**src/rtl/tag_rx_fifo.sv**
```systemverilog
// tag_rx_fifo: small first-in first-out receive buffer with valid/ready
// handshakes on both sides, a registered output word and a sticky overflow
// flag. Status outputs (ready, valid) come only from the registered count,
// so there is no combinational path from any input to any output.
module tag_rx_fifo #(
    parameter int WIDTH = 3,
    parameter int DEPTH = 4
) (
    input  logic                       i_clk,
    input  logic                       i_reset,
    input  logic                       i_in_valid,
    input  logic [WIDTH-1:0]           i_in_data,
    output logic                       o_in_ready,
    output logic                       o_out_valid,
    output logic [WIDTH-1:0]           o_out_data,
    input  logic                       i_out_ready,
    output logic [$clog2(DEPTH):0]     o_count,
    output logic                       o_overflow
);

    localparam int AW = $clog2(DEPTH);
    localparam int CW = AW + 1;

    // Storage and state
    logic [WIDTH-1:0] r_mem [DEPTH];
    logic [AW-1:0]    r_wr_ptr;
    logic [AW-1:0]    r_rd_ptr;
    logic [CW-1:0]    r_count;
    logic [WIDTH-1:0] r_out_data;
    logic             r_overflow;

    // Handshake decode
    logic             w_in_ready;
    logic             w_out_valid;
    logic             w_accept;
    logic             w_pop;
    logic [AW-1:0]    w_wr_ptr_next;
    logic [AW-1:0]    w_rd_ptr_next;
    logic [CW-1:0]    w_count_next;
    logic [WIDTH-1:0] w_head_next;

    // Ready/valid depend on the registered count only.
    assign w_in_ready  = (r_count < CW'(DEPTH));
    assign w_out_valid = (r_count != '0);
    assign w_accept    = i_in_valid & w_in_ready;
    assign w_pop       = w_out_valid & i_out_ready;

    // Next pointer and count values; pointers wrap naturally at DEPTH
    // because DEPTH is a power of two.
    always_comb begin
        w_wr_ptr_next = r_wr_ptr;
        w_rd_ptr_next = r_rd_ptr;
        w_count_next  = r_count;
        if (w_accept) begin
            w_wr_ptr_next = r_wr_ptr + AW'(1);
        end
        if (w_pop) begin
            w_rd_ptr_next = r_rd_ptr + AW'(1);
        end
        case ({w_accept, w_pop})
            2'b10:   w_count_next = r_count + CW'(1);
            2'b01:   w_count_next = r_count - CW'(1);
            default: w_count_next = r_count;
        endcase
    end

    // Word that will sit at the head after this edge. The incoming word is
    // forwarded when it lands in the head slot, which happens exactly when
    // the buffer is (or becomes) empty at the moment of the write.
    always_comb begin
        w_head_next = r_mem[w_rd_ptr_next];
        if (w_accept && (r_wr_ptr == w_rd_ptr_next)) begin
            w_head_next = i_in_data;
        end
    end

    // Storage array: cleared on reset so the head register never reads X.
    always_ff @(posedge i_clk or posedge i_reset) begin
        if (i_reset) begin
            for (int i = 0; i < DEPTH; i++) begin
                r_mem[i] <= '0;
            end
        end else if (w_accept) begin
            r_mem[r_wr_ptr] <= i_in_data;
        end
    end

    // Pointers, occupancy and registered head word.
    always_ff @(posedge i_clk or posedge i_reset) begin
        if (i_reset) begin
            r_wr_ptr   <= '0;
            r_rd_ptr   <= '0;
            r_count    <= '0;
            r_out_data <= '0;
        end else begin
            r_wr_ptr   <= w_wr_ptr_next;
            r_rd_ptr   <= w_rd_ptr_next;
            r_count    <= w_count_next;
            r_out_data <= w_head_next;
        end
    end

    // Sticky overflow: a word offered while not ready is dropped and
    // remembered until reset.
    always_ff @(posedge i_clk or posedge i_reset) begin
        if (i_reset) begin
            r_overflow <= 1'b0;
        end else if (i_in_valid && !w_in_ready) begin
            r_overflow <= 1'b1;
        end
    end

    assign o_in_ready  = w_in_ready;
    assign o_out_valid = w_out_valid;
    assign o_out_data  = r_out_data;
    assign o_count     = r_count;
    assign o_overflow  = r_overflow;

endmodule
```
**config.mk**
```make
export PLATFORM = sky130hd
export DESIGN_NAME = tag_rx_fifo
export DESIGN_NICKNAME = d
export VERILOG_FILES = /design/src/rtl/tag_rx_fifo.sv
export SDC_FILE = /design/constraint.sdc
export NUM_CORES = 1
export LEC_CHECK = 0
export BUFFER_PORTS_ARGS = -buffer_cell sky130_fd_sc_hd__buf_2
export CAP_MARGIN = 15
export CORE_MARGIN = 8
export CORE_UTILIZATION = 50
export DETAILED_ROUTE_END_ITERATION = 10
export PLACE_DENSITY_LB_ADDON = 0.12
export SLEW_MARGIN = 40
export SYNTH_ARGS = -nofsm -noshare
export SYNTH_HDL_FRONTEND = slang
export SYNTH_SLANG_ARGS = --single-unit
```
**constraint.sdc**
```tcl
create_clock -name i_clk -period 2.36 [get_ports i_clk]
set_clock_uncertainty 0.05 [all_clocks]
set_input_delay 0 -clock i_clk [delete_from_list [all_inputs] [get_ports i_clk]]
set_output_delay 0 -clock i_clk [all_outputs]
set_load 0.005 [all_outputs]
```
==> metrics.cfg, run 1 <==
[timing]
setup-tns-final_ns=0
fin_crit_sh=0.881
slew-limit-headroom=0.632
fmax_mhz=481
min_period_ns=2.08
rsz0062_at_grt=no
setup_violations=0
hold_viol_final=0
holdWs_ns=0.00758
worstMarginPinSlew_ns=0.543
slew_violations=0

[power_and_ir_drop]
power_mw=1.86
ir_worst_vdd_uv=853
powerDensity_nw_per_um2=1320
p_leak_nw=0.663

[die]
rows=18
dieHeight_um=65.6
coreArea_um2=2410
die_width_um=65.6
ios=16
die_area_um2=4310
start_util=0.511

[final_layout]
antennaDiodeCount=0
layout-drive-gt1-share=0.352
design_area_um2=1420
area_growth_pct=15.0
layout.nets=136

[grt]
antenna_found_initial=0
grt_pass1_wl_mm=4.37
grt_pass1_vias=920
grt_start_max_net_pins=24
overflow=0
grt_use_total=0.131

[drt]
avgViaCountPerCell=5.40
wl_per_cell_um=16.4
ant_nets=0
first_iter_violations=19
drt-pass1-iter-count=4
drcViolationCount=0
totalWireLength_mm=2.50
dr_total_vias=821

[clocking]
clk_latency_ns=0.32
cts.sinks=23
cts_made_buffers=3
h-tree-depth=1
cts_tree=built
clockBufferDepth=2
post_cts_buffers=0
clock-root-buffer=clkbuf_4
cts-resized-gates=0
cts_hold_buffers=5
clk_pin_slew_ns=0.13

[min_path]
worstHoldPathType=in2reg

[synth]
async_flop_share=1.00
ys_types=30
synth_cells=100
synth_edf_count=0
synth_warnings=0
synth_area_um2=1230
synthFlopType=dfrtp_1
yosysSeqAreaShare=0.467
synth-seq-cells=23
synth_nets=113
avgSynthCellArea_um2=12.3

[run_status]
outcome=complete, no violations

[placed_design]
post-dp-hpwl_mm=1.86
place_area_um2=1340
gp_congestion=0.772
portBuffers=15

[critical_path]
required_ns=2.53
end_kind=register
crit_fanout=5
startpoint_type=register
crit_arrival_ns=2.24
crit_type=reg2reg

[job]
maxCapViolations=0

## worst paths after layout
check                                  from       endpoint  slack [ns]  depth (start not counted)
max in group asynchronous           i_reset     o_count[0]        1.74                          3
min in group asynchronous           i_reset       r_mem[4]        0.19                          3
worst max register to register   o_count[0]  o_out_data[1]        0.28                          4
worst min register to register   o_overflow     o_overflow        0.43                          1
worst min-delay path            i_out_ready    r_rd_ptr[1]       0.008                          3
worst max-delay path             o_count[0]  o_out_data[1]        0.28                          4
## cells in the mapped netlist (3+ instances only)
cell type | instances | area (um2)
dfrtp_1 | 23 | 576
mux2i_1 | 4 | 40.0
nand3b_1 | 4 | 30.0
ha_1 | 5 | 62.6
nor2_1 | 3 | 11.3
inv_1 | 11 | 41.3
xnor2_1 | 5 | 43.8
nand2_1 | 5 | 18.8
mux2_2 | 15 | 169
## critical path: stages, from the launching register on
cell       delay (ns)
dfrtp_1          0.47
o311ai_1         0.55
o2bb2ai_1        0.23
a221o_2          0.42
mux2_4           0.27
## sequential cells by signal, summed over array words and instances, names as in the netlist
signal,count
r_mem,12
o_count,3
o_out_data,3
r_rd_ptr,2
r_wr_ptr,2
o_overflow,1
## metrics by stage
| step | util | setup slack (ns) | std cells |
|---|---|---|---|
| 5_1_grt | 0.588 | 0.143 | 152 |
| 2_1_floorplan | - | 0.498 | 100 |
| 3_3_place_gp | 0.556 | 0.318 | 143 |
| 6_report | 0.588 | 0.282 | 152 |
| 4_1_cts | 0.588 | 0.269 | 152 |
| 3_5_place_dp | 0.556 | 0.283 | 143 |
## area by class of cell
| type | instances | area [um2] |
|---|---|---|
| multi-input cells | 63 | 602 |
| repair buffers | 21 | 133 |
| fillers | 206 | 993 |
| clock inverters | 1 | 5.00 |
| flip-flops and latches | 23 | 576 |
| clock buffers | 3 | 22.5 |
| inverters | 11 | 41.3 |
| well taps | 30 | 37.5 |
## metal layers
| metal | routed length (um) | global-route usage | vias to the layer above | share of wire |
|---|---|---|---|---|
| met5 | 0 | 0 | - | 0 |
| met4 | 69 | 0.0872 | 0 | 0.028 |
| met3 | 70 | 0.0272 | 7 | 0.028 |
| met2 | 1260 | 0.202 | 10 | 0.50 |
| met1 | 1100 | 0.162 | 411 | 0.44 |
| li1 | - | - | 393 | - |
## placed cells by master, fill, tap and decap left out, types with 2 or more instances in the layout
cell           synthesis  layout
mux2_2                15      15
clkbuf_4               0       3
ha_1                   5       5
mux2_4                 2       2
nor2_1                 3       3
dfrtp_1               23      23
buf_2                  1      15
mux2i_1                4       4
nor3b_1                2       2
xnor2_1                5       5
a221o_2                2       2
nand3b_1               4       4
inv_1                 11      10
nand2_1                5       5
dlygate4sd3_1          0       5
## where the power goes
part	internal (mW)	leakage (nW)	switching [mW]
sequential	0.591	0.272	0.205
clock	0.0635	0.0177	0.124
combinational	0.502	0.373	0.378
## cell families after synthesis
group / after synthesis / share of synthesized area
and+or+nand+nor: 19 / 0.0884
adders and majority gates: 6 / 0.0671
AOI/OAI and AO/OA: 9 / 0.0742
xor gates and xnor gates: 7 / 0.0559
muxes: 22 / 0.203
DFF: 23 / 0.467
buffers and inverters: 14 / 0.0437
Power figures use the tool's default switching activity.
==> run 2: changes to the inputs <==
--- a/config.mk
+++ b/config.mk
@@ -10,7 +10,8 @@
 export CORE_MARGIN = 8
 export CORE_UTILIZATION = 50
 export DETAILED_ROUTE_END_ITERATION = 10
-export PLACE_DENSITY_LB_ADDON = 0.12
+export PLACE_DENSITY = 0.71
+export RECOVER_POWER = 100
 export SLEW_MARGIN = 40
 export SYNTH_ARGS = -nofsm -noshare
 export SYNTH_HDL_FRONTEND = slang
==> metrics.cfg, run 2 (synthesis results as in run 1) <==
[final_layout]
layout.nets=136
design_area_um2=1400
top_register=r_mem
layout-drive-gt1-share=0.270
area_growth_pct=13.5
antennaDiodeCount=0
final_cell_mix=23 x dfrtp_1, 15 x mux2_2, 11 x inv_1
final_common_cell=dfrtp_1
largest_reg_flops=12

[grt]
antenna_found_initial=0
grt_use_total=0.121
grt_pass1_wl_mm=4.08
grt_start_max_net_pins=24
grt_pass1_vias=886
overflow=0

[critical_path]
required_ns=2.51
ff2ff_setup_slack_ns=0.19
crit_family=compound AO/OA/AOI/OAI gates
crit_fanout=5
crit_chain=o311ai_1 -> o2bb2ai_1 -> a221o_2 -> mux2_1
crit_arrival_ns=2.32
end_kind=register
slowest_delay_ns=0.59
crit_type=reg2reg
startpoint_type=register
cp_num_buf_inv=0
slowest_stage=o311ai_1

[drt]
drt-pass1-iter-count=4
totalWireLength_mm=2.39
avgViaCountPerCell=5.35
dr_total_vias=813
wl_per_cell_um=15.7
drcViolationCount=0
first_iter_violations=21
ant_nets=0

[timing]
setup_violations=0
worstMarginPinSlew_ns=0.855
fin_crit_sh=0.920
slew_violations=0
rsz0062_at_grt=no
hold_viol_final=0
slew-limit-headroom=0.429
setup-tns-final_ns=0
fmax_mhz=460
min_period_ns=2.17

[die]
rows=18
die_width_um=65.6
ios=16
coreArea_um2=2410
die_area_um2=4310
start_util=0.511
dieHeight_um=65.6

[power_and_ir_drop]
power_frac_comb=0.461
switching_share=0.382
p_switching_mw=0.687
clkPwrFrac=0.099
seqPwrFrac=0.440
ir_worst_vdd_uv=698
p_leak_nw=0.641
powerDensity_nw_per_um2=1290
p_int_mw=1.11

[min_path]
worstHoldPathType=in2reg

[clocking]
clock-root-buffer=clkbuf_4
clockBufferDepth=2
cts.sinks=23
clk_pin_slew_ns=0.12
cts_tree=built
post_cts_buffers=0
cts_made_buffers=3
h-tree-depth=1
clk_latency_ns=0.30

[job]
maxCapViolations=0

[run_status]
outcome=complete, no violations

[placed_design]
post-dp-hpwl_mm=1.78
place_area_um2=1340
gp_congestion=0.810
portBuffers=15

-- run 2: path summary, 6_finish.rpt --
kind,startpoint,to,cells past startpoint
min,i_out_ready,r_rd_ptr[1],3
max,o_count[0],o_out_data[1],4
min in group asynchronous,i_reset,o_overflow,3
max reg2reg,o_count[0],o_out_data[1],4
min reg2reg,o_overflow,o_overflow,1
max in group asynchronous,i_reset,r_wr_ptr[1],3
-- run 2: power groups by stage --
stage / clock, mW / sequential [mW] / combinational [mW]
CTS: 0.185 / 0.792 / 0.884
floorplan: 0 / 0.724 / 0.711
global route: 0.200 / 0.827 / 0.918
global placement: 0 / 0.786 / 0.838
finish: 0.178 / 0.792 / 0.830
detailed placement: 0 / 0.800 / 0.874
-- run 2: worst reg2reg max path, delay by kind of cell, from the launching register on --
| family | cells | cell delay (ns) |
|---|---|---|
| multiplexers | 1 | 0.29 |
| AO/OA/AOI/OAI | 3 | 1.28 |
| flip-flops | 1 | 0.46 |
-- run 2: layout make-up --
cell class | instances | area, um2
clock buffer | 4 | 26.3
multi-input combinational | 63 | 594
sequential | 23 | 576
fill | 212 | 1010
timing repair buffer | 21 | 123
tap | 30 | 37.5
inverter | 11 | 41.3
-- run 2: repair_timing --
item / 4_1_cts / 5_1_grt
endpoints found under the setup margin: 0 / 0
endpoints found under the hold margin: 39 / 0
resized for setup: 0 / 0
hold buffers: 5 / 0
-- run 2: per-stage QoR --
stage	total power [mW]	utilization	hold WS [ns]	instances	setup WS, ns
finish	1.80	0.580	0.0460	152	0.188
global route	1.95	0.580	0.0578	152	0.0866
CTS	1.86	0.587	0.0377	152	0.213
detailed placement	1.67	0.556	0.00282	143	0.229
global placement	1.62	0.556	0.164	143	0.323
floorplan	1.43	-	-0.0481	100	0.498
-- run 2: routing by layer --
metal	vias up	part of all wire	track usage
met5	-	0	0
met2	13	0.51	0.202
met3	4	0.034	0.0306
met1	405	0.44	0.141
li1	391	-	-
met4	0	0.021	0.0599
==> run 3: changes to the inputs <==
--- a/config.mk
+++ b/config.mk
@@ -10,6 +10,7 @@
 export CORE_MARGIN = 8
 export CORE_UTILIZATION = 50
 export DETAILED_ROUTE_END_ITERATION = 10
+export HOLD_SLACK_MARGIN = 0.03
 export PLACE_DENSITY = 0.71
 export RECOVER_POWER = 100
 export SLEW_MARGIN = 40
==> constraint.sdc (replaced) <==
create_clock -name i_clk -period 2.36 [get_ports i_clk]
set_clock_uncertainty 0.05 [all_clocks]
set_input_delay 0.236 -clock i_clk [delete_from_list [all_inputs] [get_ports i_clk]]
set_output_delay 0.236 -clock i_clk [all_outputs]
set_load 0.005 [all_outputs]
==> metrics.cfg, run 3 (synthesis results as in run 1) <==
[run_status]
outcome=complete, no violations

[drt]
ant_nets=0
drt-pass1-iter-count=4
avgViaCountPerCell=5.39
wl_per_cell_um=16.0
dr_total_vias=797
first_iter_violations=23
totalWireLength_mm=2.36
drcViolationCount=0

[die]
ios=16
coreArea_um2=2410
rows=18
start_util=0.511
die_area_um2=4310
dieHeight_um=65.6
die_width_um=65.6

[job]
maxCapViolations=0

[power_and_ir_drop]
powerDensity_nw_per_um2=1320
power_mw=1.80
p_leak_nw=0.625
ir_worst_vdd_uv=699

[grt]
antenna_found_initial=0
grt_pass1_wl_mm=4.02
grt_pass1_vias=867
overflow=0
grt_start_max_net_pins=24
grt_use_total=0.120

[final_layout]
antennaDiodeCount=0
area_growth_pct=10.3
final_common_cell=dfrtp_1
top_register=r_mem
n_fill_cell=217
layout-drive-gt1-share=0.280
final_cell_mix=23 x dfrtp_1, 15 x mux2_2, 11 x inv_1
largest_reg_flops=12
layout.nets=132

[critical_path]
crit_family=compound AO/OA/AOI/OAI gates
cp_num_buf_inv=0
slowest_delay_ns=0.59
end_kind=register
crit_type=reg2reg
required_ns=2.51
startpoint_type=register
slowest_stage=o311ai_1
crit_fanout=5
crit_arrival_ns=2.32
crit_chain=o311ai_1 -> o2bb2ai_1 -> a221o_2 -> mux2_1

[clocking]
cts-resized-gates=0
clock-root-buffer=clkbuf_4
cts.sinks=23
post_cts_buffers=0
cts_tree=built
clockBufferDepth=2
clk_pin_slew_ns=0.12
cts_made_buffers=3
cts_hold_buffers=1
h-tree-depth=1
clk_latency_ns=0.30

[timing]
slew-limit-headroom=0.432
rsz0062_at_grt=no
fin_crit_sh=0.921
hold_viol_final=0
worstMarginPinSlew_ns=0.851
setup-tns-final_ns=0
slew_violations=0
fmax_mhz=460
setup_violations=0
min_period_ns=2.17

[min_path]
worstHoldPathType=in2reg

[placed_design]
post-dp-hpwl_mm=1.78
portBuffers=15
gp_congestion=0.810

-- run 3: cell types whose count changed in the layout (fill, tap and decap cells not counted), sizes merged --
cell	delta
dlygate4sd3	-4
-- run 3: report_power, final --
part,internal [mW],switching [mW]
Clock,0.0658,0.112
Sequential,0.591,0.201
Combinational,0.451,0.374
-- run 3: worst paths after layout --
kind                            endpoint        from  slack (ns)  cells after the start
max in group asynchronous    r_wr_ptr[1]     i_reset        1.15                      3
max reg2reg                o_out_data[1]  o_count[0]        0.19                      4
min                           o_overflow  i_in_valid        0.10                      2
min reg2reg                   o_overflow  o_overflow        0.43                      1
min in group asynchronous     o_overflow     i_reset        0.58                      3
max                        o_out_data[1]  o_count[0]        0.19                      4
-- run 3: cell type report --
cell class	count	area, um2	share of cell area
Clock buffer	4	26.3	0.0194
Inverter	11	41.3	0.0304
Multi-Input combinational cell	63	594	0.438
Sequential cell	23	576	0.424
Tap cell	30	37.5	0.0276
Timing Repair Buffer	17	82.6	0.0608
-- run 3: per-stage QoR --
stage / cell area (um2) / worst slack (ns) / util / hold WS, ns / cells
floorplan: 1230 / 0.498 / - / 0.188 / 100
global placement: 1340 / 0.323 / 0.556 / 0.389 / 143
detailed placement: 1340 / 0.229 / 0.556 / 0.239 / 143
CTS: 1380 / 0.213 / 0.571 / 0.0968 / 148
global route: 1360 / 0.0866 / 0.563 / 0.0899 / 148
finish: 1360 / 0.186 / 0.563 / 0.104 / 148
-- run 3: layer usage --
metal / share of wire / vias to the layer above / global-route usage
met5: 0 / - / 0
met4: 0.022 / 0 / 0.0599
met3: 0.036 / 4 / 0.0306
met2: 0.50 / 13 / 0.199
met1: 0.44 / 397 / 0.139
li1: - / 383 / -
